## config.mk

```make
export PLATFORM = sky130hd
export DESIGN_NAME = led_blink_bank_flat
export DESIGN_NICKNAME = d
export VERILOG_FILES = /design/src/rtl/led_blink_bank_if.sv /design/src/rtl/led_blink_bank.sv /design/src/flat_wrapper.sv
export SDC_FILE = /design/constraint.sdc
export NUM_CORES = 1
export LEC_CHECK = 0
export CORE_ASPECT_RATIO = 0.6
export CORE_UTILIZATION = 55
export CTS_CLUSTER_SIZE = 20
export DETAILED_ROUTE_END_ITERATION = 10
export PLACE_DENSITY = 0.85
export SYNTH_ARGS = -nofsm -noshare
export SYNTH_HDL_FRONTEND = slang
export SYNTH_SLANG_ARGS = --single-unit
```

## constraint.sdc

```tcl
create_clock -name clk -period 2.26 [get_ports clk]
set_clock_uncertainty 0.05 [all_clocks]
set_input_delay 0.678 -clock clk [delete_from_list [all_inputs] [get_ports clk]]
set_output_delay 0.678 -clock clk [all_outputs]
set_load 0.01 [all_outputs]
```

## src/rtl/led_blink_bank_if.sv

```systemverilog
// Configuration write port for led_blink_bank: one valid/ready handshake carrying
// target channel, mode and half-period.
interface led_blink_bank_if #(
    parameter int NUM_CH = 6,
    parameter int CNT_W  = 25
);
    localparam int CH_W = (NUM_CH > 1) ? $clog2(NUM_CH) : 1;

    logic             cfg_valid;
    logic             cfg_ready;
    logic [CH_W-1:0]  cfg_ch;
    logic [1:0]       cfg_mode;
    logic [CNT_W-1:0] cfg_half;

    modport master (
        output cfg_valid,
        output cfg_ch,
        output cfg_mode,
        output cfg_half,
        input  cfg_ready
    );

    modport slave (
        input  cfg_valid,
        input  cfg_ch,
        input  cfg_mode,
        input  cfg_half,
        output cfg_ready
    );
endinterface

```

## src/rtl/led_blink_bank.sv

```systemverilog
// Multi-channel LED driver: per-channel OFF/ON/BLINK/PULSE with programmable half-period.
// Optional global PWM dimming is compiled in when LED_BLINK_DIM_EN is defined.
module led_blink_bank #(
    parameter int CLK_FREQ_HZ  = 27000000,
    parameter int NUM_CH       = 6,
    parameter int CNT_W        = 25,
    parameter bit ACTIVE_LOW   = 1'b1,
    parameter int DEFAULT_HALF = CLK_FREQ_HZ / 2 - 1
) (
    input  logic                clk,
    input  logic                rst,
    led_blink_bank_if.slave     cfg,
`ifdef LED_BLINK_DIM_EN
    input  logic [7:0]          dim_duty,
`endif
    output logic [NUM_CH-1:0]   led_o,
    output logic [NUM_CH-1:0]   active_o
);
    localparam int CH_W = (NUM_CH > 1) ? $clog2(NUM_CH) : 1;
    localparam logic [CNT_W-1:0] DEF_HALF = CNT_W'(DEFAULT_HALF);

    if (NUM_CH < 1 || NUM_CH > 16) begin : g_bad_num_ch
        $error("led_blink_bank: NUM_CH must be 1..16");
    end
    if (longint'(CLK_FREQ_HZ / 2 - 1) >= (longint'(1) << CNT_W)) begin : g_bad_cnt_w
        $error("led_blink_bank: CNT_W too narrow for CLK_FREQ_HZ/2-1");
    end
    if (longint'(DEFAULT_HALF) >= (longint'(1) << CNT_W) || DEFAULT_HALF < 0) begin : g_bad_default
        $error("led_blink_bank: DEFAULT_HALF does not fit in CNT_W");
    end

    typedef enum logic [1:0] {
        MODE_OFF   = 2'd0,
        MODE_ON    = 2'd1,
        MODE_BLINK = 2'd2,
        MODE_PULSE = 2'd3
    } mode_e;

    mode_e              mode_q [NUM_CH];
    mode_e              mode_n [NUM_CH];
    logic [CNT_W-1:0]   half_q [NUM_CH];
    logic [CNT_W-1:0]   half_n [NUM_CH];
    logic [CNT_W-1:0]   cnt_q  [NUM_CH];
    logic [CNT_W-1:0]   cnt_n  [NUM_CH];
    logic [NUM_CH-1:0]  lit_q;
    logic [NUM_CH-1:0]  lit_n;
    logic               ready_q;
    logic               accept;
    logic               dim_gate;
    logic [NUM_CH-1:0]  led_n;
    logic [NUM_CH-1:0]  act_n;
    logic [NUM_CH-1:0]  led_p1;
    logic [NUM_CH-1:0]  active_p1;

    function automatic logic [NUM_CH-1:0] pin_level(input logic [NUM_CH-1:0] lit);
        return lit ^ {NUM_CH{ACTIVE_LOW}};
    endfunction

    assign cfg.cfg_ready = ready_q;
    assign accept        = cfg.cfg_valid && ready_q;

`ifdef LED_BLINK_DIM_EN
    logic [7:0] pwm_q;

    always_ff @(posedge clk) begin
        if (rst) begin
            pwm_q <= 8'd0;
        end else begin
            pwm_q <= pwm_q + 8'd1;
        end
    end

    assign dim_gate = (pwm_q < dim_duty);
`else
    assign dim_gate = 1'b1;
`endif

    // Channel state: a write to a channel always overrides that channel's own terminal event.
    always_comb begin
        mode_n = mode_q;
        half_n = half_q;
        cnt_n  = cnt_q;
        lit_n  = lit_q;
        for (int i = 0; i < NUM_CH; i++) begin
            if (accept && cfg.cfg_ch == CH_W'(i)) begin
                mode_n[i] = mode_e'(cfg.cfg_mode);
                half_n[i] = cfg.cfg_half;
                cnt_n[i]  = '0;
                lit_n[i]  = (cfg.cfg_mode != MODE_OFF);
            end else begin
                unique case (mode_q[i])
                    MODE_OFF: begin
                        lit_n[i] = 1'b0;
                        cnt_n[i] = '0;
                    end
                    MODE_ON: begin
                        lit_n[i] = 1'b1;
                        cnt_n[i] = '0;
                    end
                    MODE_BLINK: begin
                        if (cnt_q[i] == half_q[i]) begin
                            cnt_n[i] = '0;
                            lit_n[i] = ~lit_q[i];
                        end else begin
                            cnt_n[i] = cnt_q[i] + CNT_W'(1);
                        end
                    end
                    MODE_PULSE: begin
                        if (cnt_q[i] == half_q[i]) begin
                            cnt_n[i]  = '0;
                            lit_n[i]  = 1'b0;
                            mode_n[i] = MODE_OFF;
                        end else begin
                            cnt_n[i] = cnt_q[i] + CNT_W'(1);
                            lit_n[i] = 1'b1;
                        end
                    end
                    default: begin
                        mode_n[i] = MODE_OFF;
                    end
                endcase
            end
        end
    end

    // Output stage: registered view of the current state, one cycle behind.
    always_comb begin
        led_n = pin_level(lit_q & {NUM_CH{dim_gate}});
        act_n = '0;
        for (int i = 0; i < NUM_CH; i++) begin
            act_n[i] = (mode_q[i] == MODE_BLINK) || (mode_q[i] == MODE_PULSE && lit_q[i]);
        end
    end

    always_ff @(posedge clk) begin
        if (rst) begin
            for (int i = 0; i < NUM_CH; i++) begin
                mode_q[i] <= MODE_BLINK;
                half_q[i] <= DEF_HALF;
                cnt_q[i]  <= '0;
            end
            lit_q     <= '1;
            ready_q   <= 1'b0;
            led_p1    <= {NUM_CH{ACTIVE_LOW}};
            active_p1 <= '0;
        end else begin
            mode_q    <= mode_n;
            half_q    <= half_n;
            cnt_q     <= cnt_n;
            lit_q     <= lit_n;
            ready_q   <= 1'b1;
            led_p1    <= led_n;
            active_p1 <= act_n;
        end
    end

    assign led_o    = led_p1;
    assign active_o = active_p1;
endmodule
```

## src/flat_wrapper.sv

```systemverilog
// flat-port wrapper written by rule: the top's interface ports become plain ports
module led_blink_bank_flat 
#(
    parameter int CLK_FREQ_HZ  = 27000000,
    parameter int NUM_CH       = 6,
    parameter int CNT_W        = 25,
    parameter bit ACTIVE_LOW   = 1'b1,
    parameter int DEFAULT_HALF = CLK_FREQ_HZ / 2 - 1
)
  (clk, rst, led_o, active_o, cfg_cfg_valid, cfg_cfg_ch, cfg_cfg_mode, cfg_cfg_half, cfg_cfg_ready);
  led_blink_bank_if #(.NUM_CH(NUM_CH), .CNT_W(CNT_W)) cfg_i ();
  input  logic clk;
  input  logic rst;
  output logic [NUM_CH-1:0] led_o;
  output logic [NUM_CH-1:0] active_o;
  input wire logic [$bits(cfg_i.cfg_valid)-1:0] cfg_cfg_valid;
  input wire logic [$bits(cfg_i.cfg_ch)-1:0] cfg_cfg_ch;
  input wire logic [$bits(cfg_i.cfg_mode)-1:0] cfg_cfg_mode;
  input wire logic [$bits(cfg_i.cfg_half)-1:0] cfg_cfg_half;
  output wire logic [$bits(cfg_i.cfg_ready)-1:0] cfg_cfg_ready;
  assign cfg_i.cfg_valid = cfg_cfg_valid;
  assign cfg_i.cfg_ch = cfg_cfg_ch;
  assign cfg_i.cfg_mode = cfg_cfg_mode;
  assign cfg_i.cfg_half = cfg_cfg_half;
  assign cfg_cfg_ready = cfg_i.cfg_ready;
  led_blink_bank #(.CLK_FREQ_HZ(CLK_FREQ_HZ), .NUM_CH(NUM_CH), .CNT_W(CNT_W), .ACTIVE_LOW(ACTIVE_LOW), .DEFAULT_HALF(DEFAULT_HALF)) u_core (.clk(clk), .rst(rst), .cfg(cfg_i), .led_o(led_o), .active_o(active_o));
endmodule
```

==> flow_metrics.py, run 1 <==
metrics = {
    "setup_path": {
        "path_class": "reg -> reg",
        "arrival_ns": 2.57,
        "worstSetupEndpointType": "register",
        "cp_max_fo": 5,
        "start_kind": "register",
        "critPathRequiredTime_ns": 2.66,
    },
    "place": {
        "port_buffers": 45,
        "gp_congestion": 0.9148,
        "dpl_cell_area_mm2": 0.01573,
        "place_hpwl_mm": 26.56,
    },
    "detailed_routing": {
        "route.detailed.drc": 0,
        "drt-vias-per-instance": 5.631,
        "antenna_left": 0,
        "dr.pass1.iters": 9,
        "drt_iter0_drc": 1371,
        "routed_wl_mm": 38.28,
        "wl_per_cell_um": 17.60,
        "num_vias": 12250,
    },
    "timing": {
        "tns_ns": 0,
        "tightest_slew_ns": 0.6802,
        "slew_headroom": 0.5451,
        "maxSlewViolCount": 0,
        "hold_violations": 0,
        "fin_crit_ns": 2.173,
        "setup-violations-final": 0,
        "max_freq_mhz": 460.2,
        "final.period_utilization": 0.9614,
    },
    "global_routing": {
        "antenna_found_initial": 1,
        "track_usage": 0.2840,
        "grt.overflow.total": 0,
        "grt_start_max_net_pins": 49,
        "grt_pass1_vias": 11500,
        "grt_pass1_wl_mm": 60.29,
    },
    "clocking": {
        "path_clk_slew_ns": 0.07,
        "clk_path_buf_depth": 3,
        "clkLatencyLatePin_ns": 0.56,
        "cts_made_buffers": 29,
        "clock-root-buffer": "clkbuf_16",
        "cts_tree": "done",
        "htree_num_levels": 1,
        "clock_sinks": 331,
    },
    "synth": {
        "syn_avg_cell_area_um2": 8.371,
        "synth_warnings": 0,
        "synth_seq_cells": 331,
        "synth.distinct_cells": 41,
        "synthCells": 1725,
        "yosysSeqAreaShare": 0.4589,
        "synth_area_mm2": 0.01444,
        "synth_nets": 1764,
    },
    "finish": {
        "area_delta_synth_final_pct": 15.56,
        "drive_gt1_frac": 0.08178,
        "final_common_cell": "nand2_1",
        "multi_input_area_mm2": 0.007355,
        "nFillCells": 1986,
        "layout_common_cells": "nand2_1 (374), dfxtp_1 (330), nor2_1 (190), nand3_1 (167), xor2_1 (166)",
        "regArea_mm2": 0.006628,
        "design_area_mm2": 0.01669,
        "nNetsFinal": 1839,
    },
    "die": {
        "die_w_um": 211.2,
        "ioPinCount": 46,
        "fp-row-count": 45,
        "dieArea_mm2": 0.02693,
        "core_mm2": 0.02551,
        "die_height_um": 127.5,
        "initial_utilization": 0.5662,
    },
    "power": {
        "finalPower_w": 0.01165,
        "cellLeakagePower_nw": 6.728,
        "p_per_area_mw_per_mm2": 698.1,
        "ir_drop_mv": 0.5816,
    },
    "outcome": {
        "status": "finished clean",
    },
    "job": {
        "drv_cap": 0,
    },
    "worst_hold_path": {
        "hold_path.class": "reg -> reg",
    },
}
-- where the power goes --
part / internal [W] / switching (W)
Clock: 0.00265 / 0.00222
Sequential: 0.00594 / 0.0000961
Combinational: 0.000299 / 0.000446
Total: 0.00889 / 0.00276
-- per-stage QoR --
step	hold slack, ns	setup slack (ns)	std cells	utilization
6_report	0.3644	0.08714	2175	0.6543
3_3_place_gp	0.3529	-0.4244	2118	0.6165
2_1_floorplan	0.3079	0.01399	1725	-
3_5_place_dp	0.3536	-0.4301	2118	0.6165
5_1_grt	0.3816	-0.04766	2175	0.6543
4_1_cts	0.3679	0.001245	2171	0.6527
-- cell type report --
cell class,instances,share of cell area
Tap cell,352,0.02639
Multi-Input combinational cell,1281,0.4407
Clock inverter,12,0.005773
Clock buffer,41,0.04919
Antenna cell,1,0.0001500
Sequential cell,331,0.3972
Inverter,28,0.006373
Timing Repair Buffer,129,0.07423
-- registers in the layout (all words and copies together), names as in the netlist --
name and flops:
u_core.lit_q 6, u_core.active_o 6, u_core.half_q 150, u_core.led_o 6
u_core.mode_q 12, u_core.cnt_q 150, u_core.cfg.cfg_ready 1
-- kinds of logic (layout without fill, tap and decap cells) --
logic type               count (synthesis)  after routing  share of synthesized area
AND/OR/NAND/NOR                        892            892                     0.2818
flip-flops                             331            331                     0.4589
XOR/XNOR                               288            288                     0.1747
buffers and inverters                  113            210                    0.03379
AO/OA/AOI/OAI                           83             83                    0.03735
multiplexers                            12             12                   0.008319
adder cells (fa/ha/maj)                  6              6                   0.005199
other                                    0              1                          0
-- worst paths after layout --
path / from / to / slack [ns] / cells after the start
min: u_core.lit_q[0] / u_core.led_o[0] / 0.36 / 1
min reg2reg: u_core.lit_q[0] / u_core.led_o[0] / 0.36 / 1
max: u_core.cnt_q[32] / u_core.lit_q[4] / 0.09 / 7
max reg2reg: u_core.cnt_q[32] / u_core.lit_q[4] / 0.09 / 7
-- cells in the mapped netlist --
library cell  number  area share
a2111o_1          11      0.0086
a211o_1            6      0.0036
a211oi_1           1     0.00052
a21oi_1           54       0.019
a41o_1             1     0.00069
and2_0             1     0.00043
and2_1             5      0.0022
and3_1            30       0.013
and3b_1            2      0.0012
and4_1             5      0.0030
buf_1              3     0.00078
buf_2             19      0.0066
buf_4              2      0.0010
clkbuf_1          56       0.015
clkbuf_2           2     0.00069
clkbuf_8           3      0.0029
dfxtp_1          331        0.46
ha_1               6      0.0052
inv_1             28      0.0073
mux2i_1           12      0.0083
nand2_1          374       0.097
nand2b_1           2     0.00087
nand3_1          167       0.058
nand3b_1           2      0.0010
nand4_1           51       0.022
nor2_1           190       0.049
nor2b_1            2     0.00087
nor3_1            18      0.0062
nor3b_1            1     0.00052
nor3b_2            1     0.00087
nor4_1            24       0.010
nor4_2             1     0.00087
nor4_4             6      0.0088
o211a_1            5      0.0035
o21ai_0            5      0.0017
or3_1              6      0.0026
or3_2              1     0.00052
or3b_2             2      0.0012
or4_1              1     0.00052
xnor2_1          122       0.074
xor2_1           166        0.10
-- timing repair --
action | 4_1_cts | 5_1_grt
setup buffers | 0 | 3
resized for setup | 1 | 3
hold buffers | 0 | 0
pin swaps | 1 | 9
endpoints found under the setup margin | 26 | 101
-- worst max-delay path, stage by stage (launching register included) --
cell and delay, ns:
dfxtp_1 0.35, xor2_1 0.17, nor4_2 0.39, nand4_1 0.23, nor4_4 0.20, buf_4 0.20, mux2i_1 0.10, a2111o_1 0.38
-- layer usage --
metal / part of all wire / track usage / up-vias / wire [um]
li1: - / - / 5823 / -
met1: 0.43 / 0.3856 / 5767 / 16490
met2: 0.43 / 0.4358 / 557 / 16380
met3: 0.11 / 0.07448 / 100 / 4038
met4: 0.036 / 0.1010 / 0 / 1372
met5: 0 / 0 / - / 0
Note: power is estimated with default switching activity, not from simulation.
==> run 2, diff against run 1 <==
CORE_UTILIZATION = 57   (was 55)
CTS_BUF_LIST = sky130_fd_sc_hd__clkbuf_8   (was unset)
PLACE_DENSITY = 0.88   (was 0.85)
==> run 2 against run 1 <==
Against the previous run: register-to-register slack about the same; sequential cell count unchanged; setup slack better by 0.0014 ns.
==> flow_metrics.py, run 2 (synthesized netlist as in run 1, its figures left out) <==
metrics = {
    "clocking": {
        "cts_made_buffers": 47,
        "cts_tree": "done",
        "clk_path_buf_depth": 3,
        "htree_num_levels": 2,
        "clock-root-buffer": "clkbuf_8",
        "clkLatencyLatePin_ns": 0.59,
        "clock_sinks": 331,
        "path_clk_slew_ns": 0.07,
    },
    "die": {
        "ioPinCount": 46,
        "core_mm2": 0.02450,
        "die_w_um": 207.5,
        "dieArea_mm2": 0.02600,
        "initial_utilization": 0.5894,
        "die_height_um": 125.3,
        "fp-row-count": 44,
    },
    "worst_hold_path": {
        "holdPathEnd": "u_core.led_o[1]",
        "min_path_cells": 1,
        "hold_path.class": "reg -> reg",
        "min_from": "u_core.lit_q[1]",
    },
    "place": {
        "place_hpwl_mm": 26.96,
        "gp_congestion": 0.9150,
        "port_buffers": 45,
    },
    "finish": {
        "reg.largest.list": "u_core.cnt_q (150), u_core.half_q (150), u_core.mode_q (12)",
        "layout_common_cells": "nand2_1 (374), dfxtp_1 (329), nor2_1 (189), nand3_1 (167), xor2_1 (166)",
        "area_delta_synth_final_pct": 15.69,
        "nNetsFinal": 1856,
        "final_common_cell": "nand2_1",
        "drive_gt1_frac": 0.09416,
    },
    "setup_path": {
        "reg2reg_setup_slack_ns": 0.09,
        "r2r_start": "u_core.cnt_q[57]",
        "reg2regPathDepth": 6,
        "start_kind": "register",
        "cp_cell_sequence": "xor2_1 -> nor4_1 -> nand4_1 -> nor4_4 -> mux2i_1 -> a2111o_1",
        "crit_slowest_cell": "nor4_4",
        "max_stage_delay_ns": 0.42,
        "critPathRequiredTime_ns": 2.69,
        "rr_endpoint": "u_core.lit_q[3]",
        "arrival_ns": 2.60,
        "path_class": "reg -> reg",
        "cp_max_fo": 4,
        "worstSetupEndpointType": "register",
    },
    "power": {
        "ir_drop_mv": 0.4865,
        "finalPower_w": 0.01175,
        "p_per_area_mw_per_mm2": 703.6,
        "cellLeakagePower_nw": 6.823,
    },
    "global_routing": {
        "grt_pass1_wl_mm": 63.17,
        "grt_start_max_net_pins": 71,
        "grt.overflow.total": 0,
        "track_usage": 0.3049,
        "antenna_found_initial": 2,
        "grt_pass1_vias": 12070,
    },
    "detailed_routing": {
        "route.detailed.drc": 0,
        "routed_wl_mm": 39.75,
        "drt_iter0_drc": 1563,
        "drt-vias-per-instance": 5.787,
        "antenna_left": 0,
        "dr.pass1.iters": 6,
        "num_vias": 12560,
        "wl_per_cell_um": 18.31,
    },
    "timing": {
        "tightest_slew_ns": 0.7012,
        "fin_crit_ns": 2.171,
        "slew_headroom": 0.5311,
        "final.period_utilization": 0.9608,
        "setup-violations-final": 0,
        "max_freq_mhz": 460.5,
        "rsz0062_at_grt": "false",
        "maxSlewViolCount": 0,
        "whs_ns": 0.3944,
        "hold_violations": 0,
    },
    "job": {
        "drv_cap": 0,
    },
    "outcome": {
        "status": "finished clean",
    },
}
-- run 2: cell types whose count changed in the layout (fill, tap and decap cells not counted), moves of 3 or more --
cell        change
inv_1          +10
clkbuf_8       +61
clkinv_2        -4
clkbuf_1        -7
clkbuf_16      -29
clkinvlp_4      -3
-- run 2: worst max-delay path by stage --
stage                      from         endpoint  slack (ns)  cells after the start
2_1_floorplan     cfg_cfg_ch[2]  u_core.lit_q[3]        0.01                      7
3_3_place_gp      cfg_cfg_valid  u_core.lit_q[3]       -0.39                      7
3_5_place_dp      cfg_cfg_ch[1]  u_core.lit_q[3]       -0.41                      7
4_1_cts         u_core.cnt_q[5]  u_core.lit_q[5]       0.008                      6
5_1_grt        u_core.cnt_q[39]  u_core.lit_q[4]      0.0002                      6
6_report       u_core.cnt_q[57]  u_core.lit_q[3]        0.09                      6
-- run 2: cell type report --
cell class	count	area, um2
flip-flops and latches	331	6629
well taps	322	402.9
multi-input cells	1281	7357
inverters	28	106.4
clock inverters	14	82.58
diodes	1	2.502
fillers	1866	7792
clock buffers	66	908.4
repair buffers	128	1217
-- run 2: power breakdown --
part | switching [W] | internal, W
registers | 0.000102 | 0.00594
logic | 0.000445 | 0.000289
clock network | 0.00229 | 0.00268
total | 0.00284 | 0.00892
-- run 2: through the flow --
step | area [um2] | TNS (ns) | setup WS (ns) | util | cells
final | 16710 | 0 | 0.08854 | 0.6819 | 2171
after global routing | 16710 | 0 | 0.0001523 | 0.6819 | 2171
after CTS | 16680 | 0 | 0.007810 | 0.6808 | 2169
after detailed placement | 15680 | -41.10 | -0.4138 | 0.6401 | 2089
after global placement | 15680 | -32.46 | -0.3881 | 0.6401 | 2089
after floorplan | 14450 | 0 | 0.01399 | - | 1725
-- run 2: repair_timing --
| item | in CTS | in global routing |
|---|---|---|
| setup buffers | 0 | 1 |
| hold buffers | 0 | 0 |
| pin swaps | 1 | 4 |
| gates resized for setup | 2 | 5 |
| endpoints found under the setup margin | 27 | 98 |
-- run 2: worst max-delay path: cells and delay by family, from the launching register on --
kind	cells	cell delay, ns
and+or+nand+nor	3	0.94
AOI/OAI and AO/OA	1	0.39
DFF	1	0.36
xor gates and xnor gates	1	0.17
muxes	1	0.15
-- run 2: layer usage --
metal | part of all wire | routed length (um) | global-route usage
met1 | 0.41 | 16380 | 0.4054
met2 | 0.44 | 17490 | 0.4763
met3 | 0.11 | 4311 | 0.06883
met4 | 0.039 | 1559 | 0.1339
met5 | 0.00028 | 11 | 0
==> run 3, diff against run 2 <==
CTS_CLUSTER_SIZE = 10   (was 20)
MAX_ROUTING_LAYER = met4   (was unset)
==> run 3 against run 2 <==
Against the previous run: routed wire length shrank 0.21%; worst hold slack about the same; maximum frequency is 1.4% lower; register-to-register slack got worse by 0.03 ns; critical endpoint unchanged; core utilization about the same; sequential power barely moved; non-clock buffer count unchanged; global-route usage is 0.96 points higher; via count about the same; largest power group unchanged; clock power hardly changed.
==> flow_metrics.py, run 3 (synthesized netlist as in run 1, its figures left out) <==
metrics = {
    "outcome": {
        "status": "finished clean",
    },
    "finish": {
        "fin_util": 0.6820,
        "regArea_mm2": 0.006629,
        "multi_input_area_mm2": 0.007357,
        "nNetsFinal": 1856,
        "area_delta_synth_final_pct": 15.71,
        "final_common_cell": "nand2_1",
        "drive_gt1_frac": 0.09416,
        "layout_common_cells": "nand2_1 (374), dfxtp_1 (329), nor2_1 (189), nand3_1 (167), xor2_1 (166)",
        "nFillCells": 1864,
        "reg.largest.list": "u_core.cnt_q (150), u_core.half_q (150), u_core.mode_q (12)",
    },
    "setup_path": {
        "worstSetupEndpointType": "register",
        "path_class": "reg -> reg",
        "arrival_ns": 2.62,
        "cp_max_fo": 4,
        "critPathRequiredTime_ns": 2.68,
        "start_kind": "register",
    },
    "detailed_routing": {
        "wl_per_cell_um": 18.26,
        "drt-vias-per-instance": 5.779,
        "drt_iter0_drc": 1474,
        "num_vias": 12550,
        "route.detailed.drc": 0,
        "routed_wl_mm": 39.67,
        "antenna_left": 0,
        "dr.pass1.iters": 8,
    },
    "die": {
        "die_height_um": 125.3,
        "fp-row-count": 44,
        "ioPinCount": 46,
        "initial_utilization": 0.5894,
        "die_w_um": 207.5,
        "dieArea_mm2": 0.02600,
        "core_mm2": 0.02450,
    },
    "clocking": {
        "path_clk_slew_ns": 0.07,
        "clkLatencyLatePin_ns": 0.58,
        "clock-root-buffer": "clkbuf_8",
        "cts_made_buffers": 47,
        "cts_tree": "done",
        "htree_num_levels": 2,
        "clock_sinks": 331,
        "clk_path_buf_depth": 3,
    },
    "power": {
        "cellLeakagePower_nw": 6.823,
        "finalPower_w": 0.01174,
        "ir_drop_mv": 0.4885,
        "p_per_area_mw_per_mm2": 702.4,
    },
    "global_routing": {
        "antenna_found_initial": 2,
        "grt_pass1_wl_mm": 63.17,
        "grt_pass1_vias": 12090,
        "grt.overflow.total": 0,
        "grt_start_max_net_pins": 71,
        "track_usage": 0.3144,
    },
    "timing": {
        "tns_ns": 0,
        "tightest_slew_ns": 0.7112,
        "rsz0062_at_grt": "false",
        "setup-violations-final": 0,
        "hold_violations": 0,
        "max_freq_mhz": 454.0,
        "maxSlewViolCount": 0,
        "final.period_utilization": 0.9746,
        "slew_headroom": 0.5244,
        "fin_crit_ns": 2.203,
    },
    "job": {
        "drv_cap": 0,
    },
    "place": {
        "place_hpwl_mm": 26.96,
        "port_buffers": 45,
        "gp_congestion": 0.9309,
    },
    "worst_hold_path": {
        "hold_path.class": "reg -> reg",
    },
}
[run 3: what timing repair did]
item / in CTS / in global routing
endpoints found under the setup margin: 27 / 98
pin swaps: 1 / 4
setup buffers: 0 / 1
gates resized for setup: 2 / 5
hold buffers: 0 / 0
[run 3: final cells by class]
class	instances	area share
antenna	2	0.0002995
clock buffer	66	0.05437
clock inverter	14	0.004942
inverter	28	0.006365
multi-input combinational	1281	0.4403
sequential	331	0.3967
tap	322	0.02411
timing repair buffer	128	0.07286
[run 3: power by group]
group	switching [W]	internal [W]	total, W
sequential	0.000102	0.00594	0.00605
clock	0.00227	0.00268	0.00496
combinational	0.000445	0.000289	0.000734
[run 3: worst max-delay path: stages (launching register included)]
cell	delay (ns)
dfxtp_1	0.42
xor2_1	0.11
nor4_1	0.31
nand4_1	0.22
nor4_4	0.43
mux2i_1	0.15
a2111o_1	0.40
[run 3: metal layers]
metal / routed length, um / global-route usage / share of wire / vias to the layer above
met5: 0 / - / 0 / -
met4: 1535 / 0.1348 / 0.039 / 0
met3: 4155 / 0.07033 / 0.10 / 123
met2: 17530 / 0.4759 / 0.44 / 659
met1: 16450 / 0.4045 / 0.41 / 5912
li1: - / - / - / 5858
[run 3: per-stage QoR]
step | setup WS, ns | hold WS, ns | area, um2 | std cells
2_1_floorplan | 0.01399 | 0.3079 | 14450 | 1725
3_3_place_gp | -0.3881 | 0.3688 | 15680 | 2089
3_5_place_dp | -0.4138 | 0.3788 | 15680 | 2089
4_1_cts | 0.007810 | 0.3923 | 16680 | 2169
5_1_grt | 0.0001523 | 0.4013 | 16710 | 2172
6_report | 0.05735 | 0.3947 | 16710 | 2172
[run 3: worst paths after layout]
check	depth (start not counted)	slack, ns	start	endpoint
max reg2reg	6	0.06	u_core.cnt_q[57]	u_core.lit_q[3]
min reg2reg	1	0.39	u_core.lit_q[1]	u_core.led_o[1]
min	1	0.39	u_core.lit_q[1]	u_core.led_o[1]
max	6	0.06	u_core.cnt_q[57]	u_core.lit_q[3]
